$ cat src/rtl/softmax_pkg.sv
// Shared widths, Q-format shift, controller state encoding and unsigned saturation for the softmax row-sum path.
package softmax_pkg;
  localparam int SM_IN_W  = 16;
  localparam int SM_OUT_W = 32;
  localparam int Q_SHIFT  = 14;  // Q4.12 element aligned to Q6.26 sum
  localparam int SAT_W    = 64;

  typedef enum logic [1:0] {IDLE, FEED, DRAIN, OUT} state_e;

  // Clamps v to the largest unsigned value that fits in w bits.
  function automatic logic [SAT_W-1:0] sat_unsigned(input logic [SAT_W-1:0] v, input int unsigned w);
    logic [SAT_W-1:0] mask;
    mask = {SAT_W{1'b1}} >> (SAT_W - w);
    return (|(v & ~mask)) ? mask : v;
  endfunction
endpackage

$ cat src/rtl/sum_tree_pipe.sv
// Clamps negative Q4.12 elements to zero, aligns to Q6.26 and sums them in an L-stage registered tree.
// Latency L=$clog2(N); no backpressure, a result emerges L cycles after every valid input.
module sum_tree_pipe
  import softmax_pkg::*;
#(
  parameter int N     = 4,
  parameter int IN_W  = SM_IN_W,
  parameter int OUT_W = SM_OUT_W,
  parameter int L     = $clog2(N),
  parameter int TW    = OUT_W + L
) (
  input  logic                     i_clk,
  input  logic                     i_rst,
  input  logic                     i_vld,
  input  logic [N-1:0][IN_W-1:0]   i_data,
  output logic                     o_vld,
  output logic [TW-1:0]            o_res
);
  logic [TW-1:0] conv [N];
  // Level s occupies node[N-(2N>>s) +: N>>s]; the root is node[N-2].
  logic [TW-1:0] node [N-1];
  logic [L-1:0]  vld_q;

  for (genvar i = 0; i < N; i++) begin : g_conv
    logic [OUT_W-1:0] ext;
    assign ext     = {{(OUT_W-IN_W){1'b0}}, i_data[i]};
    assign conv[i] = i_data[i][IN_W-1] ? '0 : {{L{1'b0}}, ext << Q_SHIFT};
  end

  for (genvar s = 1; s <= L; s++) begin : g_lvl
    for (genvar j = 0; j < (N >> s); j++) begin : g_node
      logic [TW-1:0] a, b;
      if (s == 1) begin : g_leaf
        assign a = conv[2*j];
        assign b = conv[2*j+1];
      end else begin : g_inner
        assign a = node[N - (2*N >> (s-1)) + 2*j];
        assign b = node[N - (2*N >> (s-1)) + 2*j + 1];
      end
      always_ff @(posedge i_clk or posedge i_rst) begin
        if (i_rst) node[N - (2*N >> s) + j] <= '0;
        else       node[N - (2*N >> s) + j] <= a + b;
      end
    end
  end

  always_ff @(posedge i_clk or posedge i_rst) begin
    if (i_rst) begin
      vld_q <= '0;
    end else begin
      vld_q[0] <= i_vld;
      for (int k = 1; k < L; k++) vld_q[k] <= vld_q[k-1];
    end
  end

  assign o_vld = vld_q[L-1];
  assign o_res = node[N-2];
endmodule

$ cat src/rtl/softmax_sum_ctrl.sv
// Sequences one softmax row of K chunks through the adder tree and emits one saturated Q6.26 sum.
// o_valid rises K+L cycles after the first back-to-back chunk; o_ready drops from row end until o_sum is taken.
module softmax_sum_ctrl
  import softmax_pkg::*;
#(
  parameter int N          = 4,
  parameter int IN_W       = SM_IN_W,
  parameter int OUT_W      = SM_OUT_W,
  parameter int MAX_CHUNKS = 8,
  parameter int CW         = $clog2(MAX_CHUNKS) + 1
) (
  input  logic                   i_clk,
  input  logic                   i_rst,
  input  logic [CW-1:0]          i_cfg_chunks,
  input  logic                   i_valid,
  output logic                   o_ready,
  input  logic [N-1:0][IN_W-1:0] i_data,
  output logic [OUT_W-1:0]       o_sum,
  output logic                   o_valid,
  input  logic                   i_ready,
  output logic                   o_busy
);
  localparam int L  = $clog2(N);
  localparam int TW = OUT_W + L;
  localparam int AW = OUT_W + $clog2(MAX_CHUNKS);
  localparam int SW = AW + L + 1;

  state_e          state_q, state_d;
  logic [CW-1:0]   k_q, sent_q, ret_q, cfg_k;
  logic [AW-1:0]   acc_q;
  logic            tree_vld, accept, last_ret, out_hs;
  logic [TW-1:0]   tree_res;
  logic [SW-1:0]   sum_full;
  logic [SAT_W-1:0] sum_sat;
  logic            sat_hi_unused;

  sum_tree_pipe #(.N(N), .IN_W(IN_W), .OUT_W(OUT_W), .L(L), .TW(TW)) u_tree (
    .i_clk  (i_clk),
    .i_rst  (i_rst),
    .i_vld  (accept),
    .i_data (i_data),
    .o_vld  (tree_vld),
    .o_res  (tree_res)
  );

  assign accept   = i_valid && o_ready;
  assign cfg_k    = (i_cfg_chunks == '0) ? CW'(1) :
                    (i_cfg_chunks > CW'(MAX_CHUNKS)) ? CW'(MAX_CHUNKS) : i_cfg_chunks;
  assign last_ret = tree_vld && ((ret_q + CW'(1)) == k_q);
  assign out_hs   = (state_q == OUT) && i_ready;
  assign sum_full = SW'(acc_q) + SW'(tree_res);
  assign sum_sat  = sat_unsigned(SAT_W'(sum_full), OUT_W);
  assign sat_hi_unused = ^sum_sat[SAT_W-1:OUT_W];

  always_comb begin
    state_d = state_q;
    o_ready = 1'b0;
    o_valid = 1'b0;
    o_busy  = (state_q != IDLE);
    case (state_q)
      IDLE: begin
        o_ready = 1'b1;
        if (i_valid) state_d = (cfg_k == CW'(1)) ? DRAIN : FEED;
      end
      FEED: begin
        o_ready = 1'b1;
        if (i_valid && ((sent_q + CW'(1)) == k_q)) state_d = DRAIN;
      end
      DRAIN: if (last_ret) state_d = OUT;
      OUT: begin
        o_valid = 1'b1;
        if (i_ready) state_d = IDLE;
      end
      default: state_d = IDLE;
    endcase
  end

  // Chunk issue and tree-result accumulation advance independently every cycle.
  always_ff @(posedge i_clk or posedge i_rst) begin
    if (i_rst) begin
      state_q <= IDLE;
      k_q     <= '0;
      sent_q  <= '0;
      ret_q   <= '0;
      acc_q   <= '0;
      o_sum   <= '0;
    end else begin
      state_q <= state_d;
      if (accept) begin
        if (state_q == IDLE) begin
          k_q    <= cfg_k;
          sent_q <= CW'(1);
        end else begin
          sent_q <= sent_q + CW'(1);
        end
      end
      if (tree_vld) begin
        acc_q <= sum_full[AW-1:0];
        ret_q <= ret_q + CW'(1);
      end
      if (last_ret) o_sum <= sum_sat[OUT_W-1:0];
      if (out_hs) begin
        acc_q  <= '0;
        sent_q <= '0;
        ret_q  <= '0;
      end
    end
  end
endmodule

$ cat config.mk
export PLATFORM = sky130hd
export DESIGN_NAME = softmax_sum_ctrl
export DESIGN_NICKNAME = d
export VERILOG_FILES = /design/src/rtl/softmax_pkg.sv /design/src/rtl/sum_tree_pipe.sv /design/src/rtl/softmax_sum_ctrl.sv
export SDC_FILE = /design/constraint.sdc
export NUM_CORES = 1
export LEC_CHECK = 0
export ABC_AREA = 1
export CAP_MARGIN = 20
export CORE_MARGIN = 2
export CORE_UTILIZATION = 55
export CTS_BUF_LIST = sky130_fd_sc_hd__clkbuf_4 sky130_fd_sc_hd__clkbuf_8
export DETAILED_ROUTE_END_ITERATION = 8
export GPL_TIMING_DRIVEN = 0
export PLACE_DENSITY_LB_ADDON = 0.08
export SLEW_MARGIN = 20
export SYNTH_ARGS = -nofsm -noshare
export SYNTH_HDL_FRONTEND = slang
export SYNTH_HIERARCHICAL = 1
export SYNTH_SLANG_ARGS = --single-unit
$ cat constraint.sdc
create_clock -name i_clk -period 3.65 [get_ports i_clk]
set_clock_uncertainty 0.05 [all_clocks]
set_input_delay 1.095 -clock i_clk [delete_from_list [all_inputs] [get_ports i_clk]]
set_output_delay 1.095 -clock i_clk [all_outputs]
set_load 0.01 [all_outputs]
==> summary.md, run 1 <==
| Metric | Value |
|---|---|
| Status | `finished, final reports clean` |
| Cell Rows | `50` |
| Switching power | `3870 µW` |
| Ant. Diodes | `0` |
| Final-report hold violation count | `0` |
| Pleak | `slightly below 0.007 µW` |
| Total grt overflow | `0` |
| Cts repair resizes | `0` |
| Clock share of power | `0.158` |
| PwrDens | `692 mW/mm²` |
| Reg-to-reg startpoint | `acc_q[26]` |
| Fillers | `1729` |
| Hold WS | `0.305 ns` |
| EDFF count, synth | `0` |
| Top cell by count, worst path | `nand2_1` |
| Largest family of logic cells by synthesized area | `simple AND/OR/NAND/NOR gates` |
| DP HPWL | `between 15000 and 20000 µm` |
| GR Util All Layers | `0.255` |
| Top cells by area, synth | `dfrtp_1, nand2_1, ha_1` |
| Post-place setup slack | `-0.0559 ns` |
| Worst setup margin | `between 0.4 and 0.5 ns` |
| Min-Delay Endpoint | `u_tree/vld_q[1]` |
| Routed via count | `9509` |
| Layout area overhead | `18.3%` |
| Area leader, netlist | `dfrtp_1` |
| Top-count cell post-synth | `nand2_1` |
| Core area | `~0.019 mm²` |
| Die H | `141 µm` |
| Worst VDD drop | `0.280 mV` |
| Switch share | `0.457` |
| MaxCap Viol Count | `0` |
| Clock transition at path regs | `0.08 ns` |
| Yosys reg bits | `132` |
| Crit-path cells | `clkdlybuf4s50_1, clkbuf_1, nor2_1, ha_1, fa_1, nand2_1, nand3_1, nand3_1, nand2_1, nand2_1, nand2_1, nand2_1, nand2_1` |
| Placer Congestion | `0.892` |
| Vias in the first global route | `9182` |
| Worst Path Max Fanout | `10` |
| Sequential share of power | `0.270` |
| Logic pwr share | `0.572` |
| Post-synthesis compound-gate area fraction | `0.0764` |
| Hold Path Depth | `0` |
| P_int | `4600 µW` |
| HP Class | `register to register` |
| Clock Latency Late Sink | `0.45 ns` |
| Syn avg cell area | `6.74 µm²` |
| Share of layout cells above drive strength 1 | `0.0609` |
| Routed Antenna Nets | `0` |
| CTS Hold Bufs | `0` |
| Async S/R FF share, synth | `1.00` |
| Largest net degree at the start of global routing | `51` |
| Final period util | `0.884` |
| Main flop type after synthesis | `dfrtp_1` |
| Unique cell type count in the Yosys netlist | `44` |
| Worst reg-to-reg setup slack | `1.06 ns` |
| Starting Density | `0.557` |
| Clock sinks | `approximately 130` |
| Area of the multi-input gates | `0.00590 mm²` |
| CTS tree | `yes` |
| Antenna violations before repair | `0` |
| Critical Path RT | `3.93 ns` |
| DIE WIDTH | `141 µm` |
| Sequential share of the synthesized area | `0.319` |
| FF+latch area | `between 0.003 and 0.004 mm²` |
| Residual DRC count | `0` |
| Worst-Margin Slew | `0.617 ns` |
| DR iter-0 viols | `~420` |
| Post-CTS Setup Repair Bufs | `0` |
| Max transition margin | `0.589` |
| Final Setup Violations | `0` |
| Root Buffer | `clkbuf_8` |
| Simple-Gate Fraction of Synth Area | `0.328` |
| Adder-cell share of the synthesized area | `0.112` |
| Mapped Cells | `1536` |
| H-tree depth | `4` |
| Max-slew violation count | `0` |
| CTS buffer count | `17` |
| Port-buffer cells | `106` |
| CP Class | `input pin to register` |
| Final min period | `3.23 ns` |
| Hold path start | `u_tree/vld_q[0]` |
| I/O pin count | `107` |
| Crit. End Element | `register` |
| Max Clk Rate | `between 300 and 400 MHz` |
| Die area | `0.0199 mm²` |
| First-pass GRT wire length | `between 40000 and 50000 µm` |
| Max Buffers Root-to-Sink | `2` |
| Vias per std cell | `4.94` |
| Routed wire per std cell | `12.4 µm` |
| CP Launch Type | `input pin` |
| Synth cell count leaders | `nand2_1, inv_1, nor2_1` |
| 1st-pass router iterations | `5` |
| Share of the synthesized netlist area taken by xor and xnor gates | `0.0474` |
| Reg-to-Reg End | `o_sum[21]` |
| Cell Area, Synth | `0.0103 mm²` |
| RSZ-0062 raised after global routing | `false` |
| Crit-path max cell delay | `0.63 ns` |
| Yosys Warn Count | `6` |
| Worst path slowest cell | `clkdlybuf4s50_1` |
| Mux share of post-synthesis cell area | `0` |
| Worst EP arrival | `around 3.5 ns` |
| R2R depth | `13` |
| Share of Yosys cell area claimed by the top area cell type | `0.319` |
| Nets | `1841` |
| Final WL | `23900 µm` |
[state kept, by name (all words and copies together), names as in the netlist]
name / cells
acc_q: 35
k_q: 4
o_sum: 32
ret_q: 4
sent_q: 4
state_q: 2
u_tree/g_lvl.g_node.a: 16
u_tree/g_lvl.g_node.b: 16
u_tree/o_res: 17
u_tree/vld_q: 2
[per-layer routing]
| metal | up-vias | part of all wire | GRT usage |
|---|---|---|---|
| li1 | 5008 | - | - |
| met1 | 4303 | 0.43 | 0.295 |
| met2 | 168 | 0.53 | 0.490 |
| met3 | 30 | 0.024 | 0.0309 |
| met4 | 0 | 0.014 | 0.0716 |
| met5 | - | 0 | 0 |
[cells by family (layout without fill, tap and decap cells)]
group	Yosys count	in the layout
and+or+nand+nor	815	815
other	1	17
buffers and inverters	299	438
AOI/OAI and AO/OA	143	143
xor gates and xnor gates	56	56
adders and majority gates	90	90
DFF	132	132
[worst max-delay path by stage]
stage / start / to / slack (ns)
3_5_place_dp: i_data[31] / u_tree/g_lvl[2].g_node[0].a[24] / -0.06
6_report: i_data[31] / u_tree/g_lvl[2].g_node[0].a[28] / 0.42
5_1_grt: i_data[31] / u_tree/g_lvl[2].g_node[0].a[24] / 0.22
3_3_place_gp: i_rst / acc_q[4] / -0.98
4_1_cts: i_data[31] / u_tree/g_lvl[2].g_node[0].a[24] / 0.42
2_1_floorplan: i_rst / acc_q[0] / 0.42
[worst max-delay path, delay by kind of cell]
family | cells | cell delay [ns]
buffers and inverters | 2 | 1.05
adder cells (fa/ha/maj) | 2 | 0.63
AND/OR/NAND/NOR | 9 | 0.74
[layout make-up]
| class | instances | area share |
|---|---|---|
| flip-flops and latches | 132 | 0.270 |
| clock buffers | 18 | 0.0202 |
| multi-input cells | 1121 | 0.482 |
| well taps | 234 | 0.0239 |
| repair buffers | 108 | 0.0905 |
| plain buffers | 40 | 0.0194 |
| clock inverters | 13 | 0.0150 |
| inverters | 259 | 0.0796 |
[power by group through the flow]
stage	sequential [µW]	clock [µW]	combinational, µW
after floorplan	2290	0	3420
after global placement	2300	0	4680
after detailed placement	2310	0	4760
after CTS	2290	1360	4780
after global routing	2340	1430	5490
final	2290	1340	4850
[metrics by stage]
stage	power [µW]	TNS (ns)	cells	instance area, µm²	util
2_1_floorplan	5710	0	1552	10400	-
3_3_place_gp	6980	-78.52	1892	11800	0.633
3_5_place_dp	7070	-0.0835	1894	11800	0.636
5_1_grt	9270	0	1925	12200	0.659
4_1_cts	8430	0	1925	12200	0.659
6_report	8480	0	1925	12200	0.659
[cells in the final DEF, fill, tap and decap left out, drive strengths merged, types with 5 or more instances in the layout]
master / instances
nand2: 503
inv: 257
nor2: 181
dfrtp: 132
clkdlybuf4s50: 106
nand3: 92
ha: 86
a21oi: 78
xor2: 42
o21ai: 36
clkbuf: 34
buf: 26
conb: 17
nor3: 15
xnor2: 14
o21bai: 11
nand4: 8
clkinv: 8
o22ai: 6
nand3b: 6
or2: 5
No activity file was read; power rests on OpenSTA's default activity.
==> inputs of run 2 (changes only) <==
PLACE_DENSITY = 0.89   (was default)
PLACE_DENSITY_LB_ADDON = default   (was 0.08)
clock period = 3.3 ns   (was 3.65 ns; I/O delays follow)
==> run 2 against run 1 <==
Power is 9.9% higher. First-iteration DRC count is 26% higher. Clock power barely moved. Utilization fell by 0.24 points. Sequential cell count stayed put. Setup slack got worse by 0.14 ns. Final cell count barely moved. Design area fell by 0.36%. Combinational power grew 12%. Worst hold slack improved by 0.015 ns.
==> summary.md, run 2 (same netlist as run 1, synthesis figures left out) <==
| Metric | Value |
|---|---|
| Status | `finished, final reports clean` |
| Final Setup Violations | `0 (unchanged)` |
| Critical Path RT | `2.26 ns (-1.67 ns)` |
| Reg-to-reg startpoint | `acc_q[26]` |
| Worst EP arrival | `1.97 ns (-1.54 ns)` |
| Clock transition at path regs | `0.08 ns (about the same)` |
| Hold path start | `u_tree/vld_q[0]` |
| Biggest register | `acc_q` |
| Setup tns final | `0 ns (unchanged)` |
| Critical Path Stages | `4 (-9)` |
| Clock sinks | `132 (unchanged)` |
| Vias in the first global route | `9640 (+5.0%)` |
| DR iter-0 viols | `522 (+26%)` |
| Worst VDD drop | `0.277 mV (-1.3%)` |
| Min-Delay Endpoint | `u_tree/vld_q[1]` |
| Crit-path leading delay family | `buffers and inverters` |
| MaxCap Viol Count | `0 (unchanged)` |
| Crit. End Element | `output pin` |
| Die H | `141 µm (unchanged)` |
| Max FFs per register | `35 (unchanged)` |
| R2R depth | `13 (unchanged)` |
| Crit-path cells | `inv_1, ha_1, or2_2, clkdlybuf4s50_1` |
| Placer Congestion | `0.925 (+3.7%)` |
| Routed via count | `9733 (+2.4%)` |
| Core area | `0.0186 mm² (unchanged)` |
| Starting Density | `0.557 (unchanged)` |
| Residual DRC count | `0 (unchanged)` |
| Final min period | `approximately 3.0 ns` |
| Total grt overflow | `0 (unchanged)` |
| Share of layout cells above drive strength 1 | `0.0621 (+0.00115)` |
| Crit-path max cell delay | `0.48 ns (-0.15 ns)` |
| I/O pin count | `107 (unchanged)` |
| Max Buffers Root-to-Sink | `2 (unchanged)` |
| CTS tree | `yes` |
| Worst-Margin Slew | `0.634 ns (+0.0176 ns)` |
| Largest net degree at the start of global routing | `54 (+5.9%)` |
| Worst Path Max Fanout | `4 (-6)` |
| Final-report hold violation count | `0 (unchanged)` |
| Most frequent cells in the layout | `nand2_1, inv_1, nor2_1` |
| Post-place setup slack | `-0.308 ns (-0.252 ns)` |
| Clock Latency Late Sink | `0.47 ns (+0.02 ns)` |
| Vias per std cell | `5.05 (+2.3%)` |
| RSZ-0062 raised after global routing | `false` |
| First-pass GRT wire length | `42300 µm (+2.9%)` |
| Worst reg-to-reg setup slack | `0.75 ns (-0.31 ns)` |
| Final period util | `0.913` |
| Reg-to-Reg End | `o_sum[22]` |
| Pleak | `0.00681 µW (-0.38%)` |
| 1st-pass router iterations | `5 (unchanged)` |
| Final WL | `24900 µm (+3.8%)` |
| H-tree depth | `4 (unchanged)` |
| HP Class | `register to register` |
| Routed wire per std cell | `12.9 µm (+3.8%)` |
| Cell Rows | `50 (unchanged)` |
| Root Buffer | `clkbuf_8` |
| Worst setup margin | `0.286 ns (-0.136 ns)` |
| Ant. Diodes | `0 (unchanged)` |
| PwrDens | `763 mW/mm² (+10%)` |
| Routed Antenna Nets | `0 (unchanged)` |
| CTS buffer count | `17 (unchanged)` |
| DP HPWL | `20300 µm (+1.9%)` |
| Port-buffer cells | `106 (unchanged)` |
| Max-slew violation count | `0 (unchanged)` |
| Hold Path Depth | `0 (unchanged)` |
| Max transition margin | `0.577 (-0.0124)` |
| DIE WIDTH | `141 µm (unchanged)` |
| CP Class | `register to output pin` |
| Commonest non-fill, non-tap cell in the layout | `nand2_1` |
| WP buf/inv | `2 (unchanged)` |
| CP Launch Type | `register` |
| Nets | `1841 (unchanged)` |
| Layout area overhead | `17.9%` |
| Worst path slowest cell | `clkdlybuf4s50_1` |
| GR Util All Layers | `0.262 (+0.00739)` |
| Antenna violations before repair | `0 (unchanged)` |
| Die area | `0.0199 mm² (unchanged)` |
| Max Clk Rate | `332 MHz` |
[run 2: changes by cell type in the layout (fill, tap and decap cells not counted)]
cell        delta
clkinvlp_4     +2
clkinv_4       -2
clkinv_2       -2
clkbuf_8       -1
buf_12         -1
bufinv_16      -3
inv_8          +1
inv_6          +6
clkbuf_2       +1
clkbuf_1       -1
buf_16         +1
[run 2: timing repair]
action                     CTS  global route
resized for setup            0             2
setup buffers                0             0
setup endpoints to repair    0             1
hold buffers                 0             0
[run 2: worst max-delay path by stage]
stage,from,end,slack [ns]
after floorplan,i_rst,acc_q[0],0.18
after global placement,i_rst,o_sum[4],-1.16
after detailed placement,i_data[31],u_tree/g_lvl[2].g_node[0].a[24],-0.31
after CTS,i_data[31],u_tree/g_lvl[2].g_node[0].a[24],0.19
after global routing,i_data[31],u_tree/g_lvl[2].g_node[0].a[24],0.17
final,state_q[0],o_ready,0.29
[run 2: through the flow]
stage / cell area, µm² / power, µW / util / hold slack [ns] / cells
after floorplan: 10400 / 6320 / - / 0.281 / 1552
after global placement: 11800 / 7680 / 0.633 / 0.310 / 1892
after detailed placement: 11800 / 7850 / 0.636 / 0.306 / 1894
after CTS: 12200 / 9210 / 0.657 / 0.321 / 1926
after global routing: 12200 / 10100 / 0.657 / 0.337 / 1926
final: 12200 / 9310 / 0.657 / 0.320 / 1926
[run 2: where the power goes]
part | internal (µW) | total [µW] | leakage (µW) | switching [µW]
Combinational | 2070 | 5440 | 0.00507 | 3380
Sequential | 2200 | 2550 | 0.00156 | 350
Clock | 611 | 1320 | 0.000178 | 711
Total | 4870 | 9310 | 0.00681 | 4440
[run 2: area by class of cell]
| cell class | instances | area [µm²] |
|---|---|---|
| multi-input combinational | 1121 | 5900 |
| inverter | 259 | 975 |
| tap | 234 | 293 |
| buffer | 40 | 239 |
| clock buffer | 17 | 234 |
| clock inverter | 15 | 145 |
| fill | 1615 | 6380 |
| sequential | 132 | 3300 |
| timing repair buffer | 108 | 1120 |
[run 2: routing by layer]
metal / track usage / routed length (µm)
met5: 0 / 0
met2: 0.499 / 12900
met1: 0.287 / 10200
met3: 0.0452 / 920
met4: 0.105 / 769
